**config.mk**
```make
export PLATFORM = sky130hd
export DESIGN_NAME = llr_out_serializer
export DESIGN_NICKNAME = d
export VERILOG_FILES = /design/src/rtl/llr_pkg.sv /design/src/rtl/llr_sat_quant.sv /design/src/rtl/llr_out_serializer.sv
export SDC_FILE = /design/constraint.sdc
export NUM_CORES = 1
export LEC_CHECK = 0
export BUFFER_PORTS_ARGS = -buffer_cell sky130_fd_sc_hd__buf_4
export CAP_MARGIN = 20
export CORE_UTILIZATION = 40
export CTS_CLUSTER_SIZE = 40
export DETAILED_ROUTE_END_ITERATION = 16
export GPL_TIMING_DRIVEN = 0
export PLACE_DENSITY = 0.71
export SLEW_MARGIN = 20
export SYNTH_ARGS = -nofsm -noshare
export SYNTH_HDL_FRONTEND = slang
export SYNTH_SLANG_ARGS = --single-unit
```
**constraint.sdc**
```tcl
create_clock -name i_clk -period 9.2 [get_ports i_clk]
set_input_delay 0.92 -clock i_clk [delete_from_list [all_inputs] [get_ports i_clk]]
set_output_delay 0.92 -clock i_clk [all_outputs]
set_load 0.05 [all_outputs]
```
**src/rtl/llr_pkg.sv**
```systemverilog
// Shared constants, FSM state type and element ordering for the LLR output serializer.
package llr_pkg;

  localparam int DATA_WIDTH = 20;
  localparam int LLR_W      = DATA_WIDTH + 2;
  localparam int LLR_OUT_W  = 8;
  localparam int LLR_SHIFT  = 14;
  localparam int GROUP_LEN  = 8;
  localparam int IDX_W      = $clog2(GROUP_LEN);

  typedef enum logic {
    IDLE,
    SEND
  } state_t;

  // Output order of the detector LLRs within one group.
  localparam logic [IDX_W-1:0] EL_X11 = IDX_W'(0);
  localparam logic [IDX_W-1:0] EL_X12 = IDX_W'(1);
  localparam logic [IDX_W-1:0] EL_X21 = IDX_W'(2);
  localparam logic [IDX_W-1:0] EL_X22 = IDX_W'(3);
  localparam logic [IDX_W-1:0] EL_X31 = IDX_W'(4);
  localparam logic [IDX_W-1:0] EL_X32 = IDX_W'(5);
  localparam logic [IDX_W-1:0] EL_X41 = IDX_W'(6);
  localparam logic [IDX_W-1:0] EL_X42 = IDX_W'(7);

endpackage

```
**src/rtl/llr_sat_quant.sv**
```systemverilog
// Arithmetic shift, clamp to the soft-output range, and hard-bit extraction from the source sign.
module llr_sat_quant
  import llr_pkg::*;
(
  input  logic [LLR_W-1:0]     src,
  output logic [LLR_OUT_W-1:0] llr,
  output logic                 hb
);

  localparam int MAX_INT = 2 ** (LLR_OUT_W - 1) - 1;
  localparam logic signed [LLR_W-1:0] MAX_V = LLR_W'(MAX_INT);
  localparam logic signed [LLR_W-1:0] MIN_V = LLR_W'(-MAX_INT - 1);

  logic signed [LLR_W-1:0] shifted;

  assign shifted = $signed(src) >>> LLR_SHIFT;
  assign hb      = src[LLR_W-1];

  always_comb begin
    llr = shifted[LLR_OUT_W-1:0];
    if (shifted > MAX_V) begin
      llr = MAX_V[LLR_OUT_W-1:0];
    end else if (shifted < MIN_V) begin
      llr = MIN_V[LLR_OUT_W-1:0];
    end
  end

endmodule

```
**src/rtl/llr_out_serializer.sv**
```systemverilog
// Double-buffered capture of eight detector LLRs per group, streamed out one quantized
// element per cycle through a registered valid/ready output stage.
module llr_out_serializer
  import llr_pkg::*;
(
  input  logic                 i_clk,
  input  logic                 i_reset,
  input  logic                 i_valid,
  input  logic [LLR_W-1:0]     i_llr_x11,
  input  logic [LLR_W-1:0]     i_llr_x12,
  input  logic [LLR_W-1:0]     i_llr_x21,
  input  logic [LLR_W-1:0]     i_llr_x22,
  input  logic [LLR_W-1:0]     i_llr_x31,
  input  logic [LLR_W-1:0]     i_llr_x32,
  input  logic [LLR_W-1:0]     i_llr_x41,
  input  logic [LLR_W-1:0]     i_llr_x42,
  input  logic                 i_rd_rdy,
  output logic                 o_rd_vld,
  output logic [LLR_OUT_W-1:0] o_llr,
  output logic                 o_hb,
  output logic                 o_last,
  output logic                 o_overflow
);

  logic [LLR_W-1:0]     in_arr   [GROUP_LEN];
  logic [LLR_W-1:0]     bank_mem [2][GROUP_LEN];
  logic [1:0]           full_reg, full_next;
  logic                 wr_ptr_reg, rd_ptr_reg;
  logic [IDX_W-1:0]     idx_reg;
  state_t               state_reg;
  logic                 rd_vld_reg, hb_reg, last_reg, overflow_reg;
  logic [LLR_OUT_W-1:0] llr_reg;

  logic                 handshake, free, accept, send_next, ld_en, ld_ptr;
  logic [IDX_W-1:0]     ld_idx;
  logic [LLR_W-1:0]     ld_src;
  logic [LLR_OUT_W-1:0] q_llr;
  logic                 q_hb;

  assign in_arr[EL_X11] = i_llr_x11;
  assign in_arr[EL_X12] = i_llr_x12;
  assign in_arr[EL_X21] = i_llr_x21;
  assign in_arr[EL_X22] = i_llr_x22;
  assign in_arr[EL_X31] = i_llr_x31;
  assign in_arr[EL_X32] = i_llr_x32;
  assign in_arr[EL_X41] = i_llr_x41;
  assign in_arr[EL_X42] = i_llr_x42;

  assign handshake = rd_vld_reg & i_rd_rdy;
  assign free      = handshake & (idx_reg == EL_X42);
  // A full write bank is still usable when it is the one being released this cycle.
  assign accept    = i_valid & (~full_reg[wr_ptr_reg] | (free & (wr_ptr_reg == rd_ptr_reg)));

  always_comb begin
    full_next = full_reg;
    if (free) full_next[rd_ptr_reg] = 1'b0;
    if (accept) full_next[wr_ptr_reg] = 1'b1;

    ld_en     = 1'b0;
    ld_ptr    = rd_ptr_reg;
    ld_idx    = idx_reg;
    send_next = (state_reg == SEND);
    if (state_reg == IDLE) begin
      if (full_next[rd_ptr_reg]) begin
        ld_en     = 1'b1;
        ld_idx    = EL_X11;
        send_next = 1'b1;
      end
    end else if (handshake) begin
      if (free) begin
        ld_ptr    = ~rd_ptr_reg;
        ld_idx    = EL_X11;
        send_next = full_next[~rd_ptr_reg];
        ld_en     = full_next[~rd_ptr_reg];
      end else begin
        ld_idx = idx_reg + IDX_W'(1);
        ld_en  = 1'b1;
      end
    end

    // Bypass the bank when the element to present is being captured in this same cycle.
    if (accept && (wr_ptr_reg == ld_ptr)) begin
      ld_src = in_arr[ld_idx];
    end else begin
      ld_src = bank_mem[ld_ptr][ld_idx];
    end
  end

  llr_sat_quant u_quant (
    .src (ld_src),
    .llr (q_llr),
    .hb  (q_hb)
  );

  always_ff @(posedge i_clk) begin
    if (accept) begin
      for (int e = 0; e < GROUP_LEN; e++) begin
        bank_mem[wr_ptr_reg][e] <= in_arr[e];
      end
    end
  end

  always_ff @(posedge i_clk or posedge i_reset) begin
    if (i_reset) begin
      state_reg    <= IDLE;
      full_reg     <= 2'b00;
      wr_ptr_reg   <= 1'b0;
      rd_ptr_reg   <= 1'b0;
      idx_reg      <= EL_X11;
      rd_vld_reg   <= 1'b0;
      llr_reg      <= '0;
      hb_reg       <= 1'b0;
      last_reg     <= 1'b0;
      overflow_reg <= 1'b0;
    end else begin
      full_reg <= full_next;
      if (accept) wr_ptr_reg <= ~wr_ptr_reg;
      if (i_valid && !accept) overflow_reg <= 1'b1;

      case (state_reg)
        IDLE: begin
          idx_reg <= EL_X11;
          if (send_next) state_reg <= SEND;
        end
        SEND: begin
          if (handshake) begin
            if (free) begin
              rd_ptr_reg <= ~rd_ptr_reg;
              idx_reg    <= EL_X11;
              if (!send_next) state_reg <= IDLE;
            end else begin
              idx_reg <= idx_reg + IDX_W'(1);
            end
          end
        end
      endcase

      rd_vld_reg <= send_next;
      if (ld_en) begin
        llr_reg  <= q_llr;
        hb_reg   <= q_hb;
        last_reg <= (ld_idx == EL_X42);
      end
    end
  end

  assign o_rd_vld   = rd_vld_reg;
  assign o_llr      = llr_reg;
  assign o_hb       = hb_reg;
  assign o_last     = last_reg;
  assign o_overflow = overflow_reg;

endmodule

```
==> impl_results.md, run 1 <==
- Outcome: completed
- Crit path max fanout: 12
- Filler Cell Count: approximately 1300
- Worst vdd ir: around 150 µV
- # hold bufs at CTS: 0
- CTS max path bufs: 2
- I/O Buffers: a little under 80
- Post-CTS Setup Inserts: 0
- Die footprint: approximately 16000 µm²
- Layout area overhead: 25.60%
- Pleak: about 2.9 nW
- Internal: ~1.5 mW
- Largest net degree at the start of global routing: 24
- Total Routed Length: between 15 and 20 mm
- Worst Hold Launch: o_overflow
- First-pass GRT wire length: about 24 mm
- CTS sink cnt: roughly 150
- Distinct cells, synth: 48
- Post-Syn Area: approximately 6400 µm²
- Initial Util: 0.4147
- Dpl cells: between 700 and 800
- Top-count cell post-synth: edfxtp_1
- FF-to-FF Start: idx_reg[0]
- Hold/Removal Path Class: flip-flop to flip-flop
- Setup_tns: 0 ps
- Die Ht: between 100 and 150 µm
- FF-to-FF path depth: 11
- Clock share of power: 0.312
- CP cell instances: ha_1 > ha_1 > nand3_1 > o21ai_0 > nor2b_4 > mux2_4 > or2_1 > buf_6 > nor3_2 > a222oi_1 > nand3_1
- Share of cells above drive strength 1: 0.3233
- Number of global-route vias before repair: ~4300
- Seq pwr share: 0.364
- CTS Buf Count: 17
- Worst-margin pin slew: around 840 ps
- Grt total ovfl: 0
- Later-pin clock latency in the skew report: ~420 ps
- CP delay by family, top: simple AND/OR/NAND/NOR gates
- RSZ-0062 raised after global routing: no
- Max FFs per register: about 130
- Post-synth ARST share: 0.1351
- Startpoint Class: flip-flop
- Routability cong.: 0.7934
- Final #Nets: 699
- Simple-Gate Fraction of Synth Area: 0.1062
- Post-CTS Resized: 0
- CP max stage delay: around 540 ps
- Critical path class: flip-flop to flip-flop
- Hold Path Depth: 1
- P_sw: about 0.74 mW
- Synth Area in Compound Gates: 0.06812
- Top post-synthesis cells by area: edfxtp_1 60%, mux4_2 9.5%, dfrtp_1 7.9%
- Data required, critical path: about 9500 ps
- Endpoints failing hold: 0
- Initial drt markers: between 400 and 500
- Root Driver: clkbuf_16
- Seq cells post-synth: between 100 and 150
- Period utilisation layout: 0.3537
- Headroom to the max-slew limit: 0.4388
- Post-Synth XOR/XNOR Area: 0.005693
- Post-route ant nets: 0
- Syn avg cell area: 15.43 µm²
- F_max: just over 300 MHz
- Comb pwr share: 0.324
- Mux cell area share after synthesis: 0.1119
- Final setup viols: 0
- Crit path buf inv count: 1
- Layout Skew: just over 8 ps
- DR pass1 iterations: 5
- Sw Share: 0.3252
- Post-synth top cells: 128 x edfxtp_1, 75 x nand2_1, 33 x nand3_1
- CTS tree: done
- Antenna diodes: 0
- Max cap viols: 0
- Synth Flop Type: edfxtp_1
- Initial antenna violation count: 0
- Gate Count Post-Synth: 413
- Residual DRC: 0
- Die X: 128.2 µm
- Site Rows: between 40 and 50
- Worst hold endpoint: o_overflow
- Synth Area in Adders: 0.003926
- Clock transition at path regs: ~60 ps
- Top cell type's share of synthesized area: 0.6031
- Critical Path AT: roughly 3500 ps
- Post-synth top area cell: edfxtp_1
- Largest family of logic cells by synthesized area: multiplexers
- Syn nets: between 500 and 600
- Min Tclk post-route: ~3300 ps
- R2r setup slk: between 5000 and 6000 ps
- Post-synth EDFFs: 128
- Via density per instance: approximately 5.6
- Vias post-DR: 4115
- Ys Warns: 0
- Num ports: ~190
- Hpwl dp: approximately 11 mm
- CP max-delay cell: nor2b_4
- CP endpoint kind: flip-flop
- Cell Count, Final, Fillers Out: 740
- Sequential share of the synthesized area: 0.6816
- H-tree levels: 4
- Power density over the cells: roughly 280 nW/µm²
- Max Slew Vio Count: 0
- Wire per inst: 20.73 µm
- Core box area: about 15000 µm²
- FF-to-FF End: o_llr[2]
- Total GRT Usage: 0.2040
-- layout make-up --
cell class,count,area [µm²],share of cell area
Tap cell,211,264.0,0.03298
Multi-Input combinational cell,241,1904,0.2379
Clock buffer,21,440.4,0.05502
Sequential cell,148,4344,0.5427
Inverter,5,18.77,0.002344
Clock inverter,10,157.7,0.01969
Buffer,19,125.1,0.01563
Timing Repair Buffer,85,750.7,0.09378
-- routing by layer --
layer  vias up  track usage  share of wire
met5         -            0              0
met4         0      0.08789          0.028
met3        31      0.04883          0.067
met2       179       0.3234           0.49
met1      2067       0.2684           0.41
li1       1838            -              -
-- logic make-up after synthesis --
| group | count (synthesis) |
|---|---|
| flip-flops | 148 |
| multiplexers | 37 |
| adder cells (fa/ha/maj) | 2 |
| AND/OR/NAND/NOR | 146 |
| AO/OA/AOI/OAI | 54 |
| XOR/XNOR | 2 |
| buffers and inverters | 24 |
-- worst reg2reg max path, delay by kind of cell, from the launching register on --
family	cells	cell delay (ps)
AOI/OAI and AO/OA	2	770
adders and majority gates	2	450
buffers and inverters	1	130
DFF	1	440
muxes	1	250
and+or+nand+nor	5	1070
-- stage by stage --
stage / utilization / setup WS, ps / power (mW) / hold slack, ps / instance area [µm²]
final: 0.5208 / 5946 / 2.264 / 465.3 / 8005
after global routing: 0.5208 / 5694 / 2.366 / 490.4 / 8005
after CTS: 0.5208 / 5968 / 2.277 / 471.2 / 8005
after detailed placement: 0.4819 / 5734 / 1.571 / 461.3 / 7407
after global placement: 0.4704 / 1530 / 1.549 / 441.2 / 7231
after floorplan: - / 3578 / 1.339 / 508.1 / 6374
-- power by group through the flow --
| stage | clock network (mW) | logic (mW) | registers (mW) |
|---|---|---|---|
| finish | 0.706 | 0.733 | 0.825 |
| floorplan | 0 | 0.440 | 0.899 |
| global route | 0.743 | 0.793 | 0.830 |
| detailed placement | 0 | 0.734 | 0.837 |
| CTS | 0.715 | 0.739 | 0.824 |
| global placement | 0 | 0.710 | 0.838 |
-- worst max path at each step --
stage	start	endpoint	slack (ps)	cells after the start
finish	idx_reg[0]	o_llr[2]	5950	11
global placement	i_rd_rdy	o_llr[2]	1530	9
global route	idx_reg[0]	o_llr[6]	5690	11
floorplan	i_rd_rdy	o_llr[2]	3580	8
detailed placement	i_valid	o_llr[6]	5730	10
CTS	idx_reg[0]	o_llr[2]	5970	11
-- cells in the final DEF (no fill, tap or decap), types with 2 or more instances in the layout --
cell / instances
a211oi_1: 2
a21boi_0: 2
a21o_1: 4
a21oi_1: 9
a21oi_2: 2
a221oi_2: 2
a222oi_1: 6
a22oi_1: 8
a31oi_1: 6
a32oi_1: 2
buf_16: 5
buf_2: 7
buf_4: 83
buf_6: 4
bufinv_16: 4
clkbuf_1: 8
clkbuf_16: 17
clkinv_2: 2
clkinvlp_4: 2
dfrtp_1: 20
edfxtp_1: 128
ha_1: 2
inv_1: 4
mux2i_1: 9
mux4_2: 27
nand2_1: 75
nand3_1: 33
nand4_1: 7
nand4b_1: 2
nor2_1: 14
nor3_1: 3
nor3_2: 3
o21ai_0: 2
Note: power is estimated with default switching activity, not from simulation.
==> run 2: changes to the inputs <==
--- a/config.mk
+++ b/config.mk
@@ -11,7 +11,7 @@
 export CTS_CLUSTER_SIZE = 40
 export DETAILED_ROUTE_END_ITERATION = 16
 export GPL_TIMING_DRIVEN = 0
-export PLACE_DENSITY = 0.71
+export PLACE_DENSITY = 0.73
 export SLEW_MARGIN = 20
 export SYNTH_ARGS = -nofsm -noshare
 export SYNTH_HDL_FRONTEND = slang
==> constraint.sdc (replaced) <==
create_clock -name i_clk -period 2.6 [get_ports i_clk]
set_input_delay 0.26 -clock i_clk [delete_from_list [all_inputs] [get_ports i_clk]]
set_output_delay 0.26 -clock i_clk [all_outputs]
set_load 0.05 [all_outputs]
==> run 2 against run 1 <==
Compared with the run above: the run now ends with negative setup slack left; critical path depth fell by 1; worst setup slack got worse by 6000 ps; global-route usage rose by 0.54 points; non-clock buffer count rose by 26; total power rose to 3.7 times the previous value; final cell count rose by 3.6%; clock power rose to 3.3 times the previous value; critical endpoint is now o_llr[3]; highest routed layer unchanged.
==> impl_results.md, run 2 (synthesis results as in run 1) <==
- Worst vdd ir: roughly 550 µV
- Crit path max fanout: 10
- Layout area overhead: 32.72%
- Total Routed Length: 16.23 mm
- Critical Path AT: 2930 ps
- CTS tree: done
- Share of cells above drive strength 1: 0.4047
- CP max stage delay: about 380 ps
- Later-pin clock latency in the skew report: between 400 and 500 ps
- Pleak: just over 3 nW
- Final setup viols: 3
- Final #Nets: 725
- Outcome: complete, but fails checks
- Max FFs per register: around 130
- Residual DRC: 0
- Headroom to the max-slew limit: 0.4034
- Worst-margin pin slew: 893.9 ps
- Die Ht: about 130 µm
- Met1 Track Usage GR: 0.2541
- Die footprint: between 15000 and 20000 µm²
- Period utilisation layout: 1.017
- Startpoint Class: flip-flop
- Crit path buf inv count: 2
- Hpwl dp: ~11 mm
- GR Util met2: 0.3548
- Max Slew Vio Count: 0
- Max cap viols: 0
- Commonest non-fill, non-tap cell in the layout: edfxtp_1
- Number of global-route vias before repair: 4439
- Root Driver: clkbuf_16
- Layout Skew: 7.434 ps
- Worst-case hold slack: about 24 ps
- Vias post-DR: around 4300
- Largest net degree at the start of global routing: 25
- CTS Buf Count: 17
- Initial drt markers: 339
- Min Tclk post-route: ~2600 ps
- CP cell instances: ha_2 > ha_4 > nand3_4 > a221oi_4 > a21o_1 > buf_6 > buf_12 > mux4_2 > a222oi_1 > nand3_1
- Power density over the cells: approximately 990 nW/µm²
- Hold/Removal Path Class: input pin to flip-flop
- Grt total ovfl: 0
- Critical path class: flip-flop to flip-flop
- Antenna diodes: 0
- Initial Util: 0.4147
- Filler Cell Count: between 1000 and 1500
- First-pass GRT wire length: 24.74 mm
- Violated checks: negative setup slack
- Routability cong.: 0.8225
- Most frequent cells in the layout: 128 x edfxtp_1, 102 x buf_4, 74 x nand2_1
- Data required, critical path: 2890 ps
- RSZ-0062 raised after global routing: yes
- Total GRT Usage: 0.2094
- CP delay by family, top: compound AO/OA/AOI/OAI gates
- CP max-delay cell: a221oi_4
- I/O Buffers: 79
- Site Rows: 45
- Clock transition at path regs: 60 ps
- Via density per instance: between 5 and 6
- CTS max path bufs: 2
- Post-route ant nets: 0
- Die X: between 100 and 150 µm
- CTS sink cnt: between 100 and 150
- CP endpoint kind: flip-flop
- Num ports: between 150 and 200
- Core box area: about 15000 µm²
- H-tree levels: 4
- Final worst slack: -44.82 ps
- Wire per inst: between 20 and 25 µm
- Total Power: about 8.4 mW
- Busiest metal layer after global routing: met2
- Endpoints failing hold: 0
- Met3 Usage GRT: 0.04967
- F_max: around 380 MHz
- Initial antenna violation count: 0
- DR pass1 iterations: 5
[run 2: stage by stage]
stage                     utilization  cells  instance area, µm²  setup WS [ps]  TNS [ps]
after floorplan                     -    413                6430         -621.0     -4850
after global placement         0.4741    703                7287          -1396    -78870
after detailed placement       0.4840    710                7440         -529.2     -3576
after CTS                      0.5461    764                8394         -34.95    -98.94
after global routing           0.5503    767                8459         -155.4    -864.3
final                          0.5503    767                8459         -44.82    -91.43
[run 2: layer usage]
metal  up-vias  routed length [µm]
met5         -                   0
met4         0                 402
met3        33                1320
met2       245                8364
met1      2176                6142
li1       1893                   -
[run 2: worst reg2reg max path: cells and delay by family (launching register included)]
kind	cells	cell delay, ps
AO/OA/AOI/OAI	3	910
flip-flops	1	360
adder cells (fa/ha/maj)	2	390
buffers and inverters	2	290
multiplexers	1	310
AND/OR/NAND/NOR	2	250
[run 2: repair_timing]
item,CTS,global route
gates resized for setup,42,13
setup buffers,21,3
hold buffers,0,0
pin swaps,21,15
hold endpoints to repair,0,0
setup endpoints to repair,9,9
gates cloned,1,0
[run 2: power by group]
group          switching, mW  internal, mW  total, mW
registers              0.122          2.79       2.91
clock network          0.951          1.40       2.35
logic                   1.80          1.34       3.14
[run 2: cell type report]
type | count | area [µm²] | share of cell area
Timing Repair Buffer | 111 | 994.7 | 0.1176
Multi-Input combinational cell | 241 | 2082 | 0.2461
Tap cell | 211 | 264.0 | 0.03121
Clock inverter | 14 | 133.9 | 0.01583
Clock buffer | 18 | 429.2 | 0.05073
Sequential cell | 148 | 4345 | 0.5137
Inverter | 5 | 21.27 | 0.002514
Buffer | 19 | 188.9 | 0.02233
[run 2: worst paths after layout]
| kind | start | end | slack [ps] | depth (start not counted) |
|---|---|---|---|---|
| worst max-delay path | idx_reg[1] | o_llr[3] | -40 | 10 |
| worst min-delay path | i_llr_x42[19] | bank_mem[1][19] | 20 | 1 |
| worst max register to register | idx_reg[1] | o_llr[3] | -40 | 10 |
| worst min register to register | o_overflow | o_overflow | 460 | 1 |
| max in group asynchronous | i_reset | o_rd_vld | 1960 | 2 |
| min in group asynchronous | i_reset | o_overflow | 30 | 2 |
